[config.mk]
export PLATFORM = sky130hd
export DESIGN_NAME = alarm_ctrl
export DESIGN_NICKNAME = d
export VERILOG_FILES = /design/src/rtl/alarm_ctrl.sv
export SDC_FILE = /design/constraint.sdc
export NUM_CORES = 1
export LEC_CHECK = 0
export ABC_AREA = 0
export CAP_MARGIN = 40
export CELL_PAD_IN_SITES_DETAIL_PLACEMENT = 1
export CELL_PAD_IN_SITES_GLOBAL_PLACEMENT = 1
export CORE_MARGIN = 1.5
export CORE_UTILIZATION = 27
export DETAILED_ROUTE_END_ITERATION = 6
export PLACE_DENSITY = 0.9
export SLEW_MARGIN = 0
export SYNTH_ARGS = -nofsm -noshare
export SYNTH_HDL_FRONTEND = slang
export SYNTH_SLANG_ARGS = --single-unit
[constraint.sdc]
create_clock -name clk -period 2.66 [get_ports clk]
set_input_delay 0.266 -clock clk [delete_from_list [all_inputs] [get_ports clk]]
set_output_delay 0.266 -clock clk [all_outputs]
set_load 0.05 [all_outputs]
[src/rtl/alarm_ctrl.sv]
// alarm_ctrl - alarm sequencing controller for the Lab3 alarm clock.
//
// Compares the running time digits against the alarm digits and sequences
// DISARMED / ARMED / RINGING / SNOOZE from UART command characters and the
// one-second strobe.
//
// Build option:
//   ALARM_SNOOZE_EN  when defined, the SNOOZE state, the 'S'/'s' command and
//                    o_snoozing are present; otherwise o_snoozing is tied low.
//
// Ports:
//   clk, rst                 clock, asynchronous active-high reset
//   i_oneSecStrb             one-cycle strobe, once per second
//   i_oneSecPluse            1 Hz square wave used to flash the digits
//   rx_data_rdy, rx_data     UART character and its one-cycle qualifier
//   di_M/S tens/ones         current time, BCD
//   di_AM/AS tens/ones       alarm time, BCD
//   o_armed                  ARMED, RINGING or SNOOZE
//   o_ringing, o_snoozing    state is RINGING / SNOOZE
//   o_blank                  blank the four 7-segment digits this cycle
//   o_status                 ASCII status 'D', 'A', 'R' or 'Z'
module alarm_ctrl #(
   parameter int unsigned RING_SECS   = 30,
   parameter int unsigned SNOOZE_SECS = 60,
   parameter int unsigned CNT_W       = 7
) (
   input  logic       clk,
   input  logic       rst,
   input  logic       i_oneSecStrb,
   input  logic       i_oneSecPluse,
   input  logic       rx_data_rdy,
   input  logic [7:0] rx_data,
   input  logic [3:0] di_Mtens,
   input  logic [3:0] di_Mones,
   input  logic [3:0] di_Stens,
   input  logic [3:0] di_Sones,
   input  logic [3:0] di_AMtens,
   input  logic [3:0] di_AMones,
   input  logic [3:0] di_AStens,
   input  logic [3:0] di_ASones,
   output logic       o_armed,
   output logic       o_ringing,
   output logic       o_snoozing,
   output logic       o_blank,
   output logic [7:0] o_status
);

   typedef enum logic [1:0] {
      ST_DISARMED = 2'd0,
      ST_ARMED    = 2'd1,
      ST_RINGING  = 2'd2
`ifdef ALARM_SNOOZE_EN
      , ST_SNOOZE = 2'd3
`endif
   } state_t;

   localparam logic [CNT_W-1:0] RING_LAST = CNT_W'(RING_SECS - 1);
`ifdef ALARM_SNOOZE_EN
   localparam logic [CNT_W-1:0] SNZ_LAST  = CNT_W'(SNOOZE_SECS - 1);
`endif

   state_t           state_q, state_d;
   logic [CNT_W-1:0] cnt_q, cnt_d;
   logic             match_q;
   logic             match, trig;
   logic             cmd_arm, cmd_disarm, cmd_stop;
   logic [7:0]       status_d;

   assign match = ({di_Mtens, di_Mones, di_Stens, di_Sones} ==
                   {di_AMtens, di_AMones, di_AStens, di_ASones});
   // Only the rising edge of match rings; match_q resets to 1 so a reset
   // while time == alarm does not produce a spurious edge.
   assign trig  = match & ~match_q;

   assign cmd_arm    = rx_data_rdy & ((rx_data == 8'h41) | (rx_data == 8'h61));
   assign cmd_disarm = rx_data_rdy & ((rx_data == 8'h44) | (rx_data == 8'h64));
   assign cmd_stop   = rx_data_rdy & (rx_data == 8'h1b);
`ifdef ALARM_SNOOZE_EN
   logic cmd_snooze;
   assign cmd_snooze = rx_data_rdy & ((rx_data == 8'h53) | (rx_data == 8'h73));
`endif

   // Priority: DISARM/STOP > SNOOZE > timeout > trig. A strobe only counts
   // when no effective command is taken in the same cycle.
   always_comb begin
      state_d = state_q;
      cnt_d   = cnt_q;
      unique case (state_q)
         ST_DISARMED: begin
            if (cmd_arm) state_d = ST_ARMED;
         end
         ST_ARMED: begin
            if (cmd_disarm) begin
               state_d = ST_DISARMED;
            end else if (trig) begin
               state_d = ST_RINGING;
               cnt_d   = '0;
            end
         end
         ST_RINGING: begin
            if (cmd_disarm) begin
               state_d = ST_DISARMED;
            end else if (cmd_stop) begin
               state_d = ST_ARMED;
`ifdef ALARM_SNOOZE_EN
            end else if (cmd_snooze) begin
               state_d = ST_SNOOZE;
               cnt_d   = '0;
`endif
            end else if (i_oneSecStrb) begin
               if (cnt_q >= RING_LAST) state_d = ST_ARMED;
               else                    cnt_d   = cnt_q + 1'b1;
            end
         end
`ifdef ALARM_SNOOZE_EN
         ST_SNOOZE: begin
            if (cmd_disarm || cmd_stop) begin
               state_d = ST_DISARMED;
            end else if (i_oneSecStrb) begin
               if (cnt_q >= SNZ_LAST) begin
                  state_d = ST_RINGING;
                  cnt_d   = '0;
               end else begin
                  cnt_d = cnt_q + 1'b1;
               end
            end
         end
`endif
         default: begin
            state_d = ST_DISARMED;
         end
      endcase
   end

   always_comb begin
      status_d = 8'h44;
      unique case (state_d)
         ST_ARMED:   status_d = 8'h41;
         ST_RINGING: status_d = 8'h52;
`ifdef ALARM_SNOOZE_EN
         ST_SNOOZE:  status_d = 8'h5a;
`endif
         default:    status_d = 8'h44;
      endcase
   end

   always_ff @(posedge clk or posedge rst) begin
      if (rst) begin
         state_q   <= ST_DISARMED;
         cnt_q     <= '0;
         match_q   <= 1'b1;
         o_armed   <= 1'b0;
         o_ringing <= 1'b0;
         o_status  <= 8'h44;
      end else begin
         state_q   <= state_d;
         cnt_q     <= cnt_d;
         match_q   <= match;
         o_armed   <= (state_d != ST_DISARMED);
         o_ringing <= (state_d == ST_RINGING);
         o_status  <= status_d;
      end
   end

`ifdef ALARM_SNOOZE_EN
   always_ff @(posedge clk or posedge rst) begin
      if (rst) o_snoozing <= 1'b0;
      else     o_snoozing <= (state_d == ST_SNOOZE);
   end
`else
   assign o_snoozing = 1'b0;
`endif

   assign o_blank = o_ringing & ~i_oneSecPluse;

endmodule
# ---- After elaboration in Yosys (flattened, before gate mapping)
# Index checks and enable logic that the tools add are counted.
dict set report word_totals {
  out_inout_bits 12
  register_bits 20
  elab_cells 53
}
dict set report classes {
  n_reduce_logical 4
  eq_ne 16
  n_bitwise 9
  add_sub_neg 1
  magnitude_cmp 1
  muxes 16
}
# cell n
set op_table {}
lappend op_table {{two-way mux 7 bit} 6}
lappend op_table {{== test 8 x 7 -> 1 bit (second input constant)} 4}
lappend op_table {{== test 16 bit} 1}
lappend op_table {{two-way mux 2 bit} 7}
lappend op_table {{one-hot mux 7 bit (2 select lines)} 1}
lappend op_table {{inequality test 2 bit (second input constant)} 6}
lappend op_table {{one-hot mux 5 bit (2 select lines)} 1}
lappend op_table {{== test 8 x 5 -> 1 bit (second input constant)} 1}
lappend op_table {{adder 7 x 1 -> 7 bit (second input constant)} 1}
lappend op_table {{greater-or-equal comparator 7 x 5 -> 1 bit (second input constant)} 1}
lappend op_table {{AND reduction 7 bit} 1}
lappend op_table {{one-hot mux 2 bit (3 select lines)} 1}
lappend op_table {{AND 1 bit} 5}
lappend op_table {{== test 2 x 1 -> 1 bit (second input constant)} 2}
lappend op_table {{== test 2 bit (second input constant)} 2}
lappend op_table {{nonzero test 2 bit} 2}
lappend op_table {{zero test 2 bit} 1}
lappend op_table {{inverter 1 bit} 2}
lappend op_table {{bitwise OR 1 bit} 2}

# ---- Longest topological paths before layout
# Gate-level depths: netlist of the first run.
dict set report depth {
  depth_word 8
  depth_mapped 9
  mapped_depth_nobuf 9
}

# ---- Worst setup path after synthesis of the first run
# No wires, ideal clock.
dict set report synth_path {
  path_kind {reg2reg}
  start {register cnt_q[0]}
  end {register o_status[2]}
  path_slack_ns 0.659
  t_arrival_ns 1.942
  setup_time_ns 0.058
  synth_period_minus_slack_ns 2.001
  n_path_buf 0
  t_required_ns 2.602
  stages_incl_launch_ff 9
  cell_sequence {dfrtp_1 ha_1 or3_1 a211oi_2 o21a_1 nand2b_1 o211a_1 ha_1 inv_1}
}
dict set report synth_via {
  elab_chain_cells 8
  elab_cells_between_ends 9
  classes_between {order compare: 1; eq/ne: 2; mux: 6}
}
# item line
set synth_lines {}
lappend synth_lines {{start: declaration} 63} ;# logic [CNT_W-1:0] cnt_q, cnt_d;
lappend synth_lines {{start signal: assignment} 157} ;# cnt_q <= cnt_d;
lappend synth_lines {{greater-or-equal comparator 7 x 5 -> 1 bit *} 111} ;# if (cnt_q >= RING_LAST) state_d = ST_ARMED;
lappend synth_lines {{two-way mux 2 bit *} 111}
lappend synth_lines {{two-way mux 2 bit *} 110} ;# end else if (i_oneSecStrb) begin
lappend synth_lines {{two-way mux 2 bit *} 103} ;# end else if (cmd_stop) begin
lappend synth_lines {{two-way mux 2 bit *} 101} ;# if (cmd_disarm) begin
lappend synth_lines {{one-hot mux 2 bit (3 select lines) *} 88} ;# unique case (state_q)
lappend synth_lines {{== test 2 bit / == test 2 x 1 -> 1 bit (equally long branches)} 137} ;# unique case (state_d)
lappend synth_lines {{one-hot mux 5 bit (2 select lines) *} 137}
lappend synth_lines {{named net status_d[2]} 67} ;# logic [7:0] status_d;
lappend synth_lines {{end signal: assignment} 161} ;# o_status <= status_d;
lappend synth_lines {{end: declaration} 45} ;# output logic [7:0] o_status
# The timed path passes the listed nets; every way through them passes the cells marked *.
# A chain may end at the register's enable or synchronous reset.

# ---- Worst setup path in the final report of the first run
# Ends and elaborated chain as after synthesis.

==> out/metrics.cfg, run 1 <==
[status]
outcome=finished, final reports clean

[global_route]
grt_pass1_wl_um=4360
globalRouteTotalUtil_pct=13.28
grt_pass1_vias=1084
antenna_found_initial=0
grt_max_degree=15
grt_overflow=0

[yosys]
yosysWarnings=0
synth_cell_type_count=40
avgSynthCellArea_um2=10.02
ys_seq_area_share_pct=35.21
synth_xor_area_share_pct=13.98
synth_top_family_by_area=simple AND/OR/NAND/NOR gates
synthMuxAreaShare_pct=0
synthCells=100
synthesis.area_um2=1002
ys_ff_latch=14
synthAdderAreaFrac_pct=6.242
synth_compound_area_share_pct=12.23
yosys.area_share.simple_pct=23.72

[sta]
slew_viol_final=0
tightest_slew_ns=0.5510
setup_ws_ns=0.4791
setup_violations=0
finClkSkew_ns=0.004133
rsz0062_at_grt=false
finalHoldViolations=0
min_period_ns=2.181
max_freq_ghz=0.4585
relSlewSlack_pct=62.76
finalCritPeriodShare_pct=81.99
tns_ns=0

[worst_setup_path]
worst_setup_path_end_kind=register
worst_path_most_repeated_cell=ha_1
path_delay_family=compound AO/OA/AOI/OAI gates
reg2reg_from=cnt_q[0]
crit_chain=ha_1, or3_1, a211oi_2, o21a_1, nand2b_1, o211a_1, ha_1, inv_1
path_max_fanout=6
arrival_ns=2.37
critPathSlowestCell=dfrtp_1
path_class=reg2reg
worstSetupStartpoint=cnt_q[0]
worst_ep_required_time_ns=2.85
startpoint_type=register
slowest_delay_ns=0.44
critPathBufInv=1

[final_layout]
final_cell_mix=clkdlybuf4s50_1, xor2_1, dfrtp_1, nand2_1, inv_1
final_nets=204
area_delta_synth_final_pct=59.55
final_common_cell=clkdlybuf4s50_1
drive_above_1_share_pct=11.76
num_antenna_cells=0

[die]
num_rows=21
dieArea_um2=4086
ios=57
start_util_pct=29.12
core-area_um2=3442
die_y_um=63.93
die_w_um=63.93

[pwr]
internal_power_mw=0.5229
power_density_nw_per_um2=484.8
power_leakage_nw=0.6724
switching_share_pct=32.55
power_frac_seq_pct=37.3
p_comb_share_pct=36.1
clkPwrFrac_pct=26.6
p_sw_mw=0.2524
fin_total_pwr_mw=0.7753
peakVddDrop_v=0.0001539

[clock_network]
clk_latency_ns=0.24
htree_levels=1
clk_path_buf_depth=2
cts_setup_buffers=0
cts.sink_count=14
cts_buffers=3
cts_resized=0
path_clk_slew_ns=0.06
hold_buffers=0
cts_root_buffer=clkbuf_8
cts_tree=done

[placement]
io_buffers=51
post-place-ws_ns=0.3092
gp_congestion=0.7212
hpwl_um=2149

[route]
ant_nets=0
wl_um=2497
vias=968
drc=0
avgViaCountPerCell=4.864
drt_iter0_drc=13
first_pass_iters=4
wire_per_inst_um=12.55

[min_path]
min_path_type=in2async

[job]
drv_cap=0

-- sequential cells by signal (all words and copies together), names as in the netlist --
| signal | count |
|---|---|
| state_q | 2 |
| o_armed | 1 |
| o_status | 2 |
| match_q | 1 |
| cnt_q | 7 |
| o_ringing | 1 |
-- worst paths after layout --
path / end / slack (ns) / depth (start not counted)
max: o_status[2] / 0.48 / 8
min: cnt_q[6] / 0.36 / 2
max reg2reg: o_status[2] / 0.48 / 8
min reg2reg: cnt_q[6] / 0.52 / 1
max in group asynchronous: match_q / 1.93 / 2
min in group clk: cnt_q[6] / 0.52 / 1
-- area by class of cell --
class                           count  area, um2
Fill cell                         391       1843
Multi-Input combinational cell     75      581.8
Timing Repair Buffer               53      525.5
Sequential cell                    14      352.8
Tap cell                           46      57.56
Clock buffer                        4      55.05
Inverter                            7      26.28
-- metal layers --
layer | global-route usage (%) | vias up | share of wire [%] | wire length (um)
met1 | 13.25 | 452 | 37 | 912
met3 | 5.106 | 4 | 11 | 275
met2 | 25.39 | 58 | 52 | 1292
met5 | 0 | - | 0 | 0
li1 | - | 454 | - | -
met4 | 3.261 | 0 | 0.68 | 17
-- per-stage QoR --
stage	instances	cell area (um2)	hold slack, ns	utilization [%]
final	199	1599	0.3599	46.46
after global placement	195	1544	0.5071	44.86
after floorplan	103	1013	0.1538	-
after detailed placement	195	1544	0.5116	44.86
after CTS	199	1599	0.3729	46.46
after global routing	199	1599	0.4455	46.46
-- kinds of logic after synthesis --
kind of cell	after synthesis
AO/OA/AOI/OAI	15
XOR/XNOR	16
adder cells (fa/ha/maj)	5
buffers and inverters	14
flip-flops	14
other	2
AND/OR/NAND/NOR	34
-- synth_stat cells, drive strengths merged --
| cell | instances | area (um2) |
|---|---|---|
| xor2 | 16 | 140.1 |
| a21o | 1 | 7.510 |
| nand3b | 1 | 7.510 |
| a31oi | 1 | 6.260 |
| a21oi | 2 | 13.76 |
| o211a | 1 | 10.01 |
| nor4b | 1 | 8.760 |
| nor4bb | 1 | 10.01 |
| or4 | 2 | 18.77 |
| nand2b | 2 | 12.51 |
| nor3 | 1 | 10.01 |
| nand4b | 1 | 8.760 |
| conb | 2 | 7.510 |
| nor2b | 3 | 18.77 |
| ha | 5 | 62.56 |
| or3 | 2 | 12.51 |
| o311ai | 1 | 8.760 |
| nand2 | 7 | 26.28 |
| o21ai | 2 | 10.01 |
| inv | 7 | 26.28 |
| or3b | 1 | 8.760 |
| nor2 | 1 | 3.750 |
| o21a | 1 | 7.510 |
| o32ai | 1 | 8.760 |
| o211ai | 3 | 27.52 |
| nand4bb | 1 | 11.26 |
| a211oi | 1 | 12.51 |
| or4b | 1 | 10.01 |
| nor4 | 4 | 25.02 |
| o31a | 1 | 10.01 |
| and3 | 1 | 7.510 |
| buf | 7 | 52.55 |
| nand3 | 2 | 10.01 |
| nand4 | 2 | 27.53 |
| dfrtp | 12 | 300.3 |
| dfstp | 2 | 52.55 |
-- power by group through the flow --
stage / Combinational [mW] / Sequential [mW] / Clock, mW
3_5_place_dp: 0.283 / 0.292 / 0
6_report: 0.280 / 0.289 / 0.206
4_1_cts: 0.284 / 0.289 / 0.216
2_1_floorplan: 0.130 / 0.325 / 0
5_1_grt: 0.303 / 0.297 / 0.222
3_3_place_gp: 0.275 / 0.288 / 0
Power figures use the tool's default switching activity.
==> inputs of run 2 (changes only) <==
clock period = 2.15 ns   (was 2.66 ns; I/O delays follow)
==> run 2 against run 1 <==
Net effect: sequential share of layout area shrank 0.86 points; register-to-register slack got worse by 0.43 ns; largest cell class unchanged; combinational power grew 52%; routed wire length increased by 17%; largest power group is now combinational cells; global-route usage increased by 2.8 points; critical path type unchanged; critical endpoint unchanged; power is 30% higher.
==> out/metrics.cfg, run 2 (synthesis results as in run 1) <==
[clock_network]
cts_buffers=3  ; unchanged
clk_latency_ns=0.25  ; about the same
htree_levels=1  ; unchanged
path_clk_slew_ns=0.06  ; about the same
hold_buffers=0  ; unchanged
clk_path_buf_depth=2  ; unchanged
cts.sink_count=14  ; unchanged
cts_tree=done
cts_root_buffer=clkbuf_8

[worst_setup_path]
reg2reg_from=cnt_q[1]
startpoint_type=register
critPathBufInv=2  ; +1
worst_ep_required_time_ns=2.34  ; -0.51 ns
slowest_delay_ns=0.39  ; -0.05 ns
path_class=reg2reg
path_delay_family=compound AO/OA/AOI/OAI gates
worst_setup_path_end_kind=register
worstSetupStartpoint=cnt_q[1]
path_max_fanout=4  ; -2
crit_chain=buf_4, or3_4, a211oi_4, o21a_1, nand2b_4, o211a_1, ha_1, inv_1
arrival_ns=2.30  ; -0.07 ns
critPathSlowestCell=or3_4

[placement]
place_area_um2=1582  ; +2.4%
post-place-ws_ns=-0.1027  ; -0.4118 ns
gp_congestion=0.7503  ; +4.0%
io_buffers=51  ; unchanged
hpwl_um=2294  ; +6.8%

[pwr]
peakVddDrop_v=0.0002669  ; +73%
power_density_nw_per_um2=604.0  ; +25%
power_leakage_nw=0.7084  ; +5.4%
fin_total_pwr_mw=1.005  ; +30%

[sta]
finalHoldViolations=0  ; unchanged
rsz0062_at_grt=true
tightest_slew_ns=0.5390  ; -0.01207 ns
setup_ws_ns=0.04412  ; -0.4350 ns
relSlewSlack_pct=64.03  ; +1.3 points
finClkSkew_ns=0.007730  ; +0.003597 ns
max_freq_ghz=0.4749  ; +3.6%
finalCritPeriodShare_pct=97.95  ; +16 points
setup_violations=0  ; unchanged
tns_ns=0  ; unchanged
slew_viol_final=0  ; unchanged
min_period_ns=2.106  ; -0.07504 ns

[final_layout]
final_area_um2=1664  ; +4.1%
reg_top3=cnt_q x7, o_status x2, state_q x2
largest_register_ffs=7  ; unchanged
nFillCells=396  ; +1.3%
area_delta_synth_final_pct=66.04
final_nets=210  ; +2.9%
num_antenna_cells=0  ; unchanged
regMostFlops=cnt_q
drive_above_1_share_pct=16.98  ; +5.2 points
utilization_pct=48.35  ; +1.9 points
final_cell_mix=clkdlybuf4s50_1, xor2_1, dfrtp_1
final_common_cell=clkdlybuf4s50_1

[global_route]
grt_pass1_vias=1214  ; +12%
antenna_found_initial=0  ; unchanged
globalRouteTotalUtil_pct=16.12  ; +2.8 points
grt_overflow=0  ; unchanged
grt_max_degree=15  ; unchanged
grt_pass1_wl_um=5168  ; +19%

[job]
drv_cap=0  ; unchanged

[route]
wire_per_inst_um=14.24  ; +13%
drc=0  ; unchanged
avgViaCountPerCell=4.859  ; -0.12%
vias=996  ; +2.9%
ant_nets=0  ; unchanged
first_pass_iters=4  ; unchanged
wl_um=2919  ; +17%
drt_iter0_drc=12  ; -1

[die]
die_y_um=63.93  ; unchanged
core-area_um2=3442  ; unchanged
ios=57  ; unchanged
start_util_pct=29.12  ; unchanged
die_w_um=63.93  ; unchanged
dieArea_um2=4086  ; unchanged
num_rows=21  ; unchanged

[min_path]
min_path_type=in2async

[status]
outcome=finished, final reports clean

==> run 2: final timing paths <==
kind | depth (start not counted) | slack [ns] | endpoint
setup / recovery | 8 | 0.04 | o_status[2]
hold / removal | 2 | 0.32 | cnt_q[5]
setup reg to reg | 8 | 0.04 | o_status[2]
hold reg to reg | 2 | 0.57 | cnt_q[4]
max in group asynchronous | 2 | 1.45 | o_status[2]
min in group clk | 2 | 0.57 | cnt_q[4]
==> run 2: where the power goes <==
group / internal, mW / switching (mW) / leakage [nW]
logic: 0.216 / 0.209 / 0.512
registers: 0.312 / 0.0393 / 0.173
clock network: 0.131 / 0.0973 / 0.0228
total: 0.659 / 0.346 / 0.708
==> run 2: cell type report <==
| cell class | instances | area [um2] | area share (%) |
|---|---|---|---|
| Timing Repair Buffer | 59 | 574.3 | 34.51 |
| Multi-Input combinational cell | 75 | 608.1 | 36.54 |
| Clock buffer | 4 | 45.04 | 2.707 |
| Inverter | 7 | 26.28 | 1.579 |
| Tap cell | 46 | 57.56 | 3.459 |
| Sequential cell | 14 | 352.8 | 21.20 |
==> run 2: layer usage <==
layer / global-route usage (%) / share of wire [%]
met2: 30.60 / 54
met1: 16.68 / 36
met5: 0 / 0
met4: 6.522 / 1.3
met3: 3.873 / 8.6
==> run 2: metrics by stage <==
stage | std cells | hold WS [ns]
finish | 205 | 0.3216
global route | 205 | 0.3755
detailed placement | 200 | 0.5366
CTS | 205 | 0.3385
global placement | 200 | 0.5081
floorplan | 103 | 0.1028
==> run 2: worst reg2reg max path, cell delays in order, from the launching register on <==
cell      delay [ns]
dfrtp_1         0.38
buf_4           0.16
or3_4           0.39
a211oi_4        0.31
o21a_1          0.22
nand2b_4        0.15
o211a_1         0.16
ha_1            0.22
inv_1           0.06
==> run 2: repair_timing <==
item / CTS / global route
gates cloned: 0 / 0
resized for setup: 2 / 4
pin swaps: 2 / 5
setup buffers: 1 / 0
endpoints found under the setup margin: 3 / 5
==> inputs of run 3 (changes only) <==
HOLD_SLACK_MARGIN = 0.15   (was not set)
RECOVER_POWER = 50   (was not set)
==> run 3 against run 2 <==
Net effect: register-to-register slack about the same; first-iteration DRC count stayed put; sequential share of layout area did not move; critical path type unchanged.
==> out/metrics.cfg, run 3 (synthesis results as in run 1) <==
[status]
outcome=finished, final reports clean

[placement]
gp_congestion=0.7503  ; unchanged
hpwl_um=2294  ; unchanged
io_buffers=51  ; unchanged

[sta]
tns_ns=0  ; unchanged
setup_violations=0  ; unchanged
tightest_slew_ns=0.5390  ; +0.00002718 ns
whs_ns=0.4565  ; +0.1348 ns
finClkSkew_ns=0.007728  ; -0.000002030 ns
relSlewSlack_pct=64.03  ; about the same
min_period_ns=2.106  ; -0.00005200 ns
finalHoldViolations=0  ; unchanged
finalCritPeriodShare_pct=97.95  ; about the same
max_freq_ghz=0.4749  ; about the same
rsz0062_at_grt=true
slew_viol_final=0  ; unchanged

[global_route]
grt_max_degree=15  ; unchanged
grt_pass1_vias=1214  ; unchanged
grt_pass1_wl_um=5168  ; unchanged
antenna_found_initial=0  ; unchanged
grt_overflow=0  ; unchanged
globalRouteTotalUtil_pct=16.12  ; unchanged

[worst_setup_path]
startpoint_type=register
worst_ep_required_time_ns=2.34  ; about the same
reg2reg_from=cnt_q[1]
slowest_delay_ns=0.39  ; about the same
path_class=reg2reg
critPathSlowestCell=or3_4
worstSetupStartpoint=cnt_q[1]
path_max_fanout=4  ; unchanged
crit_chain=buf_4, or3_4, a211oi_4, o21a_1, nand2b_4, o211a_1, ha_1, inv_1
worst_setup_path_end_kind=register
arrival_ns=2.30  ; about the same

[route]
first_pass_iters=4  ; unchanged
wl_um=2918  ; about the same
ant_nets=0  ; unchanged
avgViaCountPerCell=4.859  ; unchanged
drc=0  ; unchanged
vias=996  ; unchanged
drt_iter0_drc=12  ; unchanged
wire_per_inst_um=14.23  ; about the same

[clock_network]
cts_tree=done
cts_root_buffer=clkbuf_8
clk_latency_ns=0.25  ; about the same
cts.sink_count=14  ; unchanged
path_clk_slew_ns=0.06  ; about the same
htree_levels=1  ; unchanged
cts_buffers=3  ; unchanged
clk_path_buf_depth=2  ; unchanged

[final_layout]
nFillCells=396  ; unchanged
final_cell_mix=clkdlybuf4s50_1, xor2_1, dfrtp_1
drive_above_1_share_pct=16.98  ; unchanged
final_common_cell=clkdlybuf4s50_1
regArea_um2=352.8  ; unchanged
num_antenna_cells=0  ; unchanged
utilization_pct=48.35  ; unchanged
regMostFlops=cnt_q
reg_top3=cnt_q x7, o_status x2, state_q x2
largest_register_ffs=7  ; unchanged
area_delta_synth_final_pct=66.04  ; unchanged
final_nets=210  ; unchanged
multi_input_area_um2=608.1  ; unchanged

[die]
num_rows=21  ; unchanged
die_w_um=63.93  ; unchanged
start_util_pct=29.12  ; unchanged
core-area_um2=3442  ; unchanged
die_y_um=63.93  ; unchanged
ios=57  ; unchanged
dieArea_um2=4086  ; unchanged

[pwr]
power_leakage_nw=0.7111  ; +0.38%
peakVddDrop_v=0.0002662  ; -0.24%
power_density_nw_per_um2=602.6  ; -0.24%

[min_path]
min_path_type=in2async

[job]
drv_cap=0  ; unchanged

## run 3: cell types whose count changed in the layout (fill, tap and decap cells not counted)
cell	delta
dlygate4sd3_1	+2
clkdlybuf4s50_1	-2
## run 3: final cells by class
cell class | count | share of cell area [%]
sequential | 14 | 21.20
tap | 46 | 3.459
multi-input combinational | 75 | 36.54
clock buffer | 4 | 2.707
timing repair buffer | 59 | 34.51
inverter | 7 | 1.579
## run 3: path summary, 6_finish.rpt
path | depth (start not counted) | slack (ns) | endpoint
max | 8 | 0.04 | o_status[2]
min | 2 | 0.46 | cnt_q[5]
max reg2reg | 8 | 0.04 | o_status[2]
min reg2reg | 2 | 0.57 | cnt_q[4]
max in group asynchronous | 2 | 1.32 | o_status[2]
min in group clk | 2 | 0.57 | cnt_q[4]
## run 3: timing repair
action	4_1_cts	5_1_grt
pin swaps	2	5
endpoints found under the setup margin	3	5
hold buffers	0	0
resized for setup	2	4
buffers inserted	1	0
hold endpoints to repair	0	0
## run 3: layer usage
| metal | track usage, % | part of all wire, % |
|---|---|---|
| met1 | 16.68 | 36 |
| met2 | 30.60 | 54 |
| met3 | 3.873 | 8.6 |
| met4 | 6.522 | 1.3 |
| met5 | 0 | 0 |
## run 3: critical path: cells and delay by family, from the launching register on
family | cells | cell delay, ns
AO/OA/AOI/OAI | 3 | 0.69
AND/OR/NAND/NOR | 2 | 0.54
flip-flops | 1 | 0.38
buffers and inverters | 2 | 0.22
adder cells (fa/ha/maj) | 1 | 0.22
## run 3: through the flow
step	total power [mW]	cells	worst slack, ns	area, um2
after floorplan	0.5629	103	0.1495	1013
after global placement	0.7137	200	-0.04140	1582
after detailed placement	0.7276	200	-0.1027	1582
after CTS	0.9983	205	0.001338	1647
after global routing	1.060	205	-0.03527	1664
final	1.003	205	0.04418	1664
## run 3: report_power, final
part           switching, mW  internal [mW]
sequential            0.0390          0.312
clock                 0.0973          0.131
combinational          0.209          0.214
